## src/rtl/ama_riscv_mem_arb.sv

```systemverilog
// ama_riscv_mem_arb: shares one main-memory port between icache reads and dcache reads/writes, one transaction at a time.
module ama_riscv_mem_arb #(
  parameter int AW = 32,
  parameter int DW = 128,
  parameter int STARVE_LIM = 4
) (
  input  logic          clk,
  input  logic          rst,
  input  logic          imem_req_valid,
  output logic          imem_req_ready,
  input  logic [AW-1:0] imem_req_addr,
  output logic          imem_rsp_valid,
  input  logic          imem_rsp_ready,
  output logic [DW-1:0] imem_rsp_data,
  input  logic          dmem_r_req_valid,
  output logic          dmem_r_req_ready,
  input  logic [AW-1:0] dmem_r_req_addr,
  input  logic          dmem_w_req_valid,
  output logic          dmem_w_req_ready,
  input  logic [AW-1:0] dmem_w_req_addr,
  input  logic [DW-1:0] dmem_w_req_data,
  output logic          dmem_rsp_valid,
  input  logic          dmem_rsp_ready,
  output logic [DW-1:0] dmem_rsp_data,
  output logic          mem_req_valid,
  input  logic          mem_req_ready,
  output logic          mem_req_we,
  output logic [AW-1:0] mem_req_addr,
  output logic [DW-1:0] mem_req_wdata,
  input  logic          mem_rsp_valid,
  output logic          mem_rsp_ready,
  input  logic [DW-1:0] mem_rsp_data
);
  localparam int CW = $clog2(STARVE_LIM + 1);
  typedef enum logic [1:0] {IDLE, REQ, WAIT_RSP, RSP} state_t;
  typedef enum logic [1:0] {G_NONE, G_IMEM, G_DMEM_R, G_DMEM_W} grant_t;
  state_t state_q, state_d;
  grant_t grant_q, grant_d;
  logic [CW-1:0] starve_cnt_q, starve_cnt_d;
  logic [AW-1:0] addr_q, addr_d;
  logic [DW-1:0] wdata_q, wdata_d, rsp_data_q, rsp_data_d;
  logic we_q, we_d;
  logic idle, force_i, win_i, win_r, win_w, take, rsp_take;
  always_comb begin
    idle = state_q == IDLE && !rst;
    force_i = imem_req_valid && starve_cnt_q == CW'(STARVE_LIM);
    win_w = dmem_w_req_valid && !force_i;
    win_r = dmem_r_req_valid && !dmem_w_req_valid && !force_i;
    win_i = imem_req_valid && (force_i || !(dmem_w_req_valid || dmem_r_req_valid));
    imem_req_ready = idle && win_i;
    dmem_r_req_ready = idle && win_r;
    dmem_w_req_ready = idle && win_w;
    take = idle && (win_i || win_r || win_w);
    rsp_take = grant_q == G_IMEM ? imem_rsp_ready : dmem_rsp_ready;
    state_d = state_q;
    grant_d = grant_q;
    starve_cnt_d = starve_cnt_q;
    addr_d = addr_q;
    wdata_d = wdata_q;
    we_d = we_q;
    rsp_data_d = rsp_data_q;
    if (take) begin
      state_d = REQ;
      grant_d = win_i ? G_IMEM : win_w ? G_DMEM_W : G_DMEM_R;
      addr_d = win_i ? imem_req_addr : win_w ? dmem_w_req_addr : dmem_r_req_addr;
      wdata_d = win_w ? dmem_w_req_data : wdata_q;
      we_d = win_w;
      // Only dmem wins that bypass a waiting fetch count toward forcing imem
      starve_cnt_d = (!win_i && imem_req_valid) ?
        (starve_cnt_q == CW'(STARVE_LIM) ? starve_cnt_q : starve_cnt_q + CW'(1)) : '0;
    end
    if (state_q == REQ && mem_req_ready) begin
      state_d = we_q ? IDLE : WAIT_RSP;
      grant_d = we_q ? G_NONE : grant_q;
    end
    if (state_q == WAIT_RSP && mem_rsp_valid) begin
      state_d = RSP;
      rsp_data_d = mem_rsp_data;
    end
    if (state_q == RSP && rsp_take) begin
      state_d = IDLE;
      grant_d = G_NONE;
    end
  end
  always_ff @(posedge clk) begin
    if (rst) begin
      state_q <= IDLE;
      grant_q <= G_NONE;
      starve_cnt_q <= '0;
      addr_q <= '0;
      wdata_q <= '0;
      we_q <= 1'b0;
      rsp_data_q <= '0;
    end else begin
      state_q <= state_d;
      grant_q <= grant_d;
      starve_cnt_q <= starve_cnt_d;
      addr_q <= addr_d;
      wdata_q <= wdata_d;
      we_q <= we_d;
      rsp_data_q <= rsp_data_d;
    end
  end
  assign mem_req_valid = state_q == REQ;
  assign mem_req_we = we_q;
  assign mem_req_addr = addr_q;
  assign mem_req_wdata = wdata_q;
  assign mem_rsp_ready = state_q == WAIT_RSP && !rst;
  assign imem_rsp_valid = state_q == RSP && grant_q == G_IMEM;
  assign dmem_rsp_valid = state_q == RSP && grant_q == G_DMEM_R;
  assign imem_rsp_data = rsp_data_q;
  assign dmem_rsp_data = rsp_data_q;
endmodule

```

## config.mk

```make
export PLATFORM = sky130hd
export DESIGN_NAME = ama_riscv_mem_arb
export DESIGN_NICKNAME = d
export VERILOG_FILES = /design/src/rtl/ama_riscv_mem_arb.sv
export SDC_FILE = /design/constraint.sdc
export NUM_CORES = 1
export LEC_CHECK = 0
export CORE_AREA = 2 2 306 308
export CTS_BUF_LIST = sky130_fd_sc_hd__clkbuf_8
export CTS_CLUSTER_SIZE = 8
export DETAILED_ROUTE_END_ITERATION = 6
export DIE_AREA = 0 0 308 310
export SYNTH_ARGS = -nofsm -noshare
export SYNTH_HDL_FRONTEND = slang
export SYNTH_SLANG_ARGS = --single-unit
```

## constraint.sdc

```tcl
create_clock -name clk -period 3.63 [get_ports clk]
set_clock_uncertainty 0.2 [all_clocks]
set_input_delay 0.5445 -clock clk [delete_from_list [all_inputs] [get_ports clk]]
set_output_delay 0.5445 -clock clk [all_outputs]
set_load 0.03 [all_outputs]
```

==> results.yml, run 1 <==
status:
  status: "finished, final reports clean"
die:
  ios: 785
  rows: 112
  start_util: 0.127
  dieArea_sq_um: 95500
  die_h_um: 310
  die_x_um: 308
  core-area_sq_um: 92500
grt:
  gr-usage-met3: 0.0452
  grt_pass1_vias: 11800
  grt_use_met1: 0.137
  grtUsageMet2: 0.214
  grt_max_degree: 129
  gr-total-overflow: 0
  grt_use_total: 0.123
  busiest_layer: "met2"
  grt_pass1_wl_um: 84100
  grt_antenna_before_repair: 35
clocking:
  numCtsBuffers: 59
  clock-sinks: 296
  cts_setup_buffers: 0
  root_buffer: "clkbuf_8"
  cts_tree: "yes"
  htreeDepth: 2
  cts_buffer_depth: 3
  insertion_delay_ns: 0.69
  clkTransAtPathRegs_ns: 0.06
route:
  drt_iter0_markers: 667
  drtPass1Iterations: 5
  drc: 0
  num_vias: 12400
  routed_via_density: 3.69
  wl_um: 61900
  ant_nets: 0
  wl_per_cell_um: 18.5
synthesis:
  synth_enable_flop_cells: 0
  synthArstFlopShare: 0
  synth.area.top_cells: "dfxtp_1 50%, nand2_1 18%, a21oi_1 11%"
  yosys.area.top_type: "dfxtp_1"
  synth_top_area_share: 0.504
  ys_seq_elements: 296
  ys_seq_area_frac: 0.504
  synth_fp_nets: 1835
  yosysMostFrequentCell: "nand2_1"
  synth_area_sq_um: 11700
  yosys_warnings: 0
  synth_flop_cell: "dfxtp_1"
  ys_types: 33
  ys_top_cells_by_count: "549 x nand2_1, 296 x dfxtp_1, 260 x a21oi_1"
  synthCells: 1472
  syn_area_per_cell_sq_um: 7.98
pwr:
  power_mw: 8.89
  leakage_nw: 7.23
  p_per_area_nw_per_um2: 420
  peakVddDrop_v: 0.000237
cells_and_area:
  design_area_sq_um: 21200
  nets: 2473
  final_cell_count_no_fill: 3354
  area_growth_pct: 80.1
  multi_input_area_sq_um: 4270
  fill_cells: 10200
  seqCellArea_sq_um: 5930
  drive_gt1_frac: 0.0553
sta:
  fin_tns_setup_ns: 0
  final_max_slew_viol_count: 0
  finalHoldViolCount: 0
  setup_viol: 0
  grt_setup_unrepaired: "false"
  maxSlewHeadroom: 0.333
  layout_min_cycle_time_ns: 3.34
  fin_ws_ns: 0.294
  tightest_slew_ns: 1.00
  post-route-period-util: 0.919
  clock.fmax_mhz: 300
setup_path:
  crit_arrival_ns: 2.59
  crit_fanout: 45
  cp.required_ns: 2.89
  cp-start-kind: "primary input"
  critPathKind: "in2out"
  cp-end-kind: "output pin"
placement:
  place_inst: 3245
  place.gp.congestion: 0.858
  preCtsSetupSlack_ns: 0.649
  io_buffer_count: 784
  place_area_sq_um: 19900
  hpwl_um: 49100
flow_run:
  maxCapViolations: 0
worst_hold_path:
  min_path_type: "in2reg"
[metal layers]
metal | vias up | routed length, um
met5 | - | 101
met4 | 16 | 1950
met3 | 140 | 5300
met2 | 608 | 30400
met1 | 5683 | 24200
li1 | 5939 | -
[flip-flops by register name, indices dropped and copies added, names as in the netlist]
register       cells
grant_q            2
mem_req_we         1
dmem_rsp_data    128
state_q            2
mem_req_wdata    128
mem_req_addr      32
starve_cnt_q       3
[kinds of logic after synthesis]
family                     synth area share
AOI/OAI and AO/OA                     0.143
adders and majority gates           0.00213
buffers and inverters                 0.133
DFF                                   0.504
muxes                                0.0290
and+or+nand+nor                       0.188
[per-stage QoR]
stage | utilization | hold WS (ns)
2_1_floorplan | - | 0.252
5_1_grt | 0.229 | 0.105
6_report | 0.229 | 0.188
4_1_cts | 0.229 | 0.0708
3_3_place_gp | 0.216 | 0.241
3_5_place_dp | 0.216 | 0.246
[path summary, 6_finish.rpt]
kind	startpoint	endpoint	slack [ns]	cells past startpoint
worst max register to register	starve_cnt_q[0]$_SDFFE_PP0P_	mem_req_wdata[17]$_SDFFE_PP0P_	1.28	8
worst max-delay path	rst	dmem_r_req_ready	0.29	5
worst min-delay path	dmem_w_req_data[103]	mem_req_wdata[103]$_SDFFE_PP0P_	0.19	3
worst min register to register	mem_req_wdata[123]$_SDFFE_PP0P_	mem_req_wdata[123]$_SDFFE_PP0P_	0.25	2
[power breakdown]
part           leakage [nW]  switching, mW  internal [mW]
registers              2.41          0.122           3.43
logic                  4.15          0.960          0.845
clock network         0.668           1.60           1.93
[layout by cell type (no fill, tap or decap), types with 3 or more instances in the layout]
cell and count:
clkdlybuf4s50_1 781, nand2_1 548, dfxtp_1 296, a21oi_1 260, clkbuf_8 72, inv_1 49, mux2i_1 34, o221ai_1 32
buf_4 14, clkinv_2 10, buf_12 8, diode_2 5, nor2_1 5, nor2b_1 3, nand3_1 3, nor3b_1 3
clkinvlp_4 3
[worst max-delay path, cell delays in order]
cell and delay (ns):
dlygate4sd3_1 0.56, buf_8 0.20, nor3_4 0.34, and4b_1 0.25
clkdlybuf4s50_1 0.67
[timing repair]
item	CTS	global route
setup endpoints to repair	0	0
gates resized for setup	0	0
hold buffers	1	0
endpoints found under the hold margin	39	0
[final cells by class]
cell class | instances | share of cell area
timing repair buffer | 805 | 0.383
sequential | 296 | 0.280
multi-input combinational | 911 | 0.202
tap | 1197 | 0.0708
clock buffer | 72 | 0.0468
clock inverter | 31 | 0.00982
inverter | 37 | 0.00668
antenna | 5 | 0.000591
Note: power is estimated with default switching activity, not from simulation.
==> run 2: changes to the inputs <==
--- a/constraint.sdc
+++ b/constraint.sdc
@@ -4,2 +4,2 @@
 set_output_delay 0.5445 -clock clk [all_outputs]
-set_load 0.03 [all_outputs]
+set_load 0.05 [all_outputs]
==> results.yml, run 2 (synthesis gave the netlist of run 1 again) <==
setup_path:
  crit_arrival_ns: 2.73
  cp-start-kind: "primary input"
  cp.required_ns: 2.89
  crit_start: "rst"
  critPathKind: "in2out"
  cp-end-kind: "output pin"
  crit_fanout: 41
  r2r-start: "starve_cnt_q[0]$_SDFFE_PP0P_"
placement:
  io_buffer_count: 784
  hpwl_um: 49100
  place.gp.congestion: 0.842
pwr:
  peakVddDrop_v: 0.000278
  p_per_area_nw_per_um2: 440
  leakage_nw: 7.28
route:
  wl_per_cell_um: 18.4
  num_vias: 12300
  drtPass1Iterations: 7
  drt_iter0_markers: 549
  routed_via_density: 3.67
  wl_um: 62000
  drc: 0
  ant_nets: 0
clocking:
  cts_tree: "yes"
  root_buffer: "clkbuf_8"
  clkTransAtPathRegs_ns: 0.07
  htreeDepth: 2
  insertion_delay_ns: 0.69
  cts_buffer_depth: 3
  cts_setup_buffers: 0
  numCtsBuffers: 58
  clock-sinks: 296
cells_and_area:
  nets: 2475
  drive_gt1_frac: 0.0571
  area_growth_pct: 81.1
  fill_cells: 10200
  final_cell_mix: "781 x clkdlybuf4s50_1, 548 x nand2_1, 296 x dfxtp_1"
  mostFrequentLayoutCell: "clkdlybuf4s50_1"
sta:
  maxSlewHeadroom: 0.310
  fin_tns_setup_ns: 0
  setup_viol: 0
  layout_min_cycle_time_ns: 3.48
  clock.fmax_mhz: 288
  finalHoldViolCount: 0
  final_max_slew_viol_count: 0
  holdWs_ns: 0.200
  grt_setup_unrepaired: "false"
  tightest_slew_ns: 1.03
  post-route-period-util: 0.958
grt:
  grt_pass1_vias: 11900
  grt_pass1_wl_um: 84500
  grt_max_degree: 129
  grt_use_total: 0.123
  grt_antenna_before_repair: 32
  gr-total-overflow: 0
die:
  die_x_um: 308
  start_util: 0.127
  die_h_um: 310
  core-area_sq_um: 92500
  rows: 112
  dieArea_sq_um: 95500
  ios: 785
worst_hold_path:
  hold_start: "dmem_w_req_data[49]"
  min_path_type: "in2reg"
flow_run:
  maxCapViolations: 0
status:
  status: "finished, final reports clean"
## run 2: cell count changes in the layout (fill, tap and decap cells not counted), sizes merged
cell,delta
clkinvlp,-1
buf,+3
clkbuf,+9
inv,-2
diode,+5
clkinv,-6
## run 2: worst paths after layout
path                                    end  slack (ns)  cells past startpoint
max reg2reg  mem_req_wdata[43]$_SDFFE_PP0P_        1.22                      8
min          mem_req_wdata[49]$_SDFFE_PP0P_        0.20                      3
max                        dmem_r_req_ready        0.15                      5
min reg2reg   mem_req_wdata[3]$_SDFFE_PP0P_        0.25                      2
## run 2: critical path, cell delays in order
cell,delay (ns)
dlygate4sd3_1,0.56
buf_8,0.20
nor3_4,0.34
and4b_1,0.27
clkdlybuf4s50_1,0.80
## run 2: cell type report
type | count | area, sq um | share of cell area
multi-input cells | 911 | 4270 | 0.201
flip-flops and latches | 296 | 5930 | 0.279
clock inverters | 22 | 154 | 0.00723
clock buffers | 81 | 1110 | 0.0524
repair buffers | 808 | 8140 | 0.383
well taps | 1197 | 1500 | 0.0704
diodes | 10 | 25.0 | 0.00118
inverters | 37 | 141 | 0.00665
## run 2: power by group
| group | switching (mW) | internal, mW |
|---|---|---|
| clock | 1.58 | 2.10 |
| sequential | 0.121 | 3.43 |
| combinational | 1.28 | 0.849 |
## run 2: what timing repair did
action | CTS | global route
gates resized for setup | 0 | 0
hold buffers | 1 | 0
endpoints found under the hold margin | 36 | 0
## run 2: routing by layer
| layer | GRT usage | routed length, um |
|---|---|---|
| met5 | 0 | 119 |
| met4 | 0.0407 | 1860 |
| met2 | 0.214 | 30300 |
| met1 | 0.138 | 24500 |
| met3 | 0.0446 | 5190 |
## run 2: through the flow
step / total power [mW] / instance area (sq um) / util / std cells / setup slack [ns]
final: 9.37 / 21300 / 0.230 / 3362 / 0.153
after detailed placement: 5.76 / 20000 / 0.216 / 3248 / 0.540
after global placement: 5.75 / 20000 / 0.216 / 3248 / 0.550
after floorplan: 4.79 / 11700 / - / 1472 / 0.801
after global routing: 9.84 / 21300 / 0.230 / 3355 / 0.0657
after CTS: 9.58 / 21300 / 0.230 / 3352 / 0.145
==> run 3: changes to the inputs <==
CORE_AREA = 2 2 304 306   (was 2 2 306 308)
DIE_AREA = 0 0 306 308   (was 0 0 308 310)
==> results.yml, run 3 (synthesis gave the netlist of run 1 again) <==
setup_path:
  cp_cell_sequence: "dlygate4sd3_1 > buf_8 > nor3_4 > and4b_1 > clkdlybuf4s50_1"
  crit_fanout: 43
  cp-end-kind: "output pin"
  critPathKind: "in2out"
  cpPeakStageDelay_ns: 0.81
  crit_slowest_cell: "clkdlybuf4s50_1"
  cp.required_ns: 2.89
  crit_arrival_ns: 2.82
  cp-start-kind: "primary input"
clocking:
  clock-sinks: 296
  cts_tree: "yes"
  htreeDepth: 2
  clkTransAtPathRegs_ns: 0.06
  insertion_delay_ns: 0.68
  numCtsBuffers: 58
  cts_buffer_depth: 3
  root_buffer: "clkbuf_8"
grt:
  grt_use_met1: 0.144
  grt_antenna_before_repair: 31
  grt_pass1_vias: 12000
  gr-total-overflow: 0
  grt_pass1_wl_um: 84600
  gr-usage-met3: 0.0447
  busiest_layer: "met2"
  grt_max_degree: 129
  grt_use_total: 0.123
  grtUsageMet2: 0.208
sta:
  final_max_slew_viol_count: 0
  holdWs_ns: 0.201
  post-route-period-util: 0.983
  grt_setup_unrepaired: "false"
  maxSlewHeadroom: 0.422
  layout_min_cycle_time_ns: 3.57
  tightest_slew_ns: 0.868
  finalHoldViolCount: 0
  setup_viol: 0
  clock.fmax_mhz: 280
  fin_tns_setup_ns: 0
route:
  wl_um: 60600
  routed_via_density: 3.65
  num_vias: 12300
  drc: 0
  drtPass1Iterations: 5
  wl_per_cell_um: 18.0
  ant_nets: 0
  drt_iter0_markers: 569
worst_hold_path:
  min_path_type: "in2reg"
die:
  rows: 111
  die_x_um: 306
  core-area_sq_um: 91000
  start_util: 0.129
  dieArea_sq_um: 94200
  die_h_um: 308
  ios: 785
placement:
  hpwl_um: 48300
  place_area_sq_um: 20000
  place.gp.congestion: 0.853
  io_buffer_count: 784
  place_inst: 3243
cells_and_area:
  design_area_sq_um: 21300
  area_growth_pct: 81.0
  nets: 2481
  mostFrequentLayoutCell: "clkdlybuf4s50_1"
  final_cell_count_no_fill: 3360
  drive_gt1_frac: 0.0583
  final_cell_mix: "781 x clkdlybuf4s50_1, 548 x nand2_1, 296 x dfxtp_1"
status:
  status: "finished, final reports clean"
flow_run:
  maxCapViolations: 0
pwr:
  leakage_nw: 7.31
  p_per_area_nw_per_um2: 434
  peakVddDrop_v: 0.000397
  power_mw: 9.23
## run 3: cell count changes in the layout (fill, tap and decap cells not counted), sizes merged
cell,delta
buf,+6
clkbuf,-8
clkinv,+3
clkinvlp,-1
diode,+1
inv,+8
## run 3: cell type report
cell class	count	area, sq um
fill	9962	69700
timing repair buffer	814	8200
sequential	296	5930
multi-input combinational	911	4270
tap	1186	1480
clock buffer	73	1000
clock inverter	32	208
inverter	37	141
antenna	11	27.5
## run 3: per-stage QoR
step	utilization	setup slack, ns
global placement	0.220	0.436
global route	0.234	0.0284
CTS	0.233	0.0821
finish	0.234	0.0622
detailed placement	0.220	0.415
floorplan	-	0.801
## run 3: power breakdown
group	switching, mW	leakage, nW	internal [mW]	total [mW]
sequential	0.122	2.41	3.43	3.55
clock	1.61	0.696	1.96	3.57
combinational	1.26	4.21	0.853	2.12
## run 3: final timing paths
| kind | startpoint | endpoint | depth (start not counted) | slack, ns |
|---|---|---|---|---|
| worst max-delay path | rst | dmem_r_req_ready | 5 | 0.06 |
| worst min-delay path | dmem_w_req_data[106] | mem_req_wdata[106]$_SDFFE_PP0P_ | 3 | 0.20 |
| worst max register to register | starve_cnt_q[0]$_SDFFE_PP0P_ | mem_req_wdata[8]$_SDFFE_PP0P_ | 8 | 1.38 |
| worst min register to register | mem_req_wdata[74]$_SDFFE_PP0P_ | mem_req_wdata[74]$_SDFFE_PP0P_ | 2 | 0.25 |
## run 3: critical path, delay by kind of cell
family,cells,cell delay [ns]
buf+inv,3,1.59
simple gates,2,0.65
## run 3: routing by layer
layer  vias up  part of all wire
li1       5965                 -
met1      5579              0.41
met2       577              0.48
met3       120             0.085
met4        12             0.032
met5         -            0.0014
## run 3: timing repair
| item | CTS | global route |
|---|---|---|
| endpoints found under the hold margin | 37 | 0 |
| gates resized for setup | 0 | 0 |
| hold buffers | 1 | 0 |
| buffers inserted | 0 | 0 |
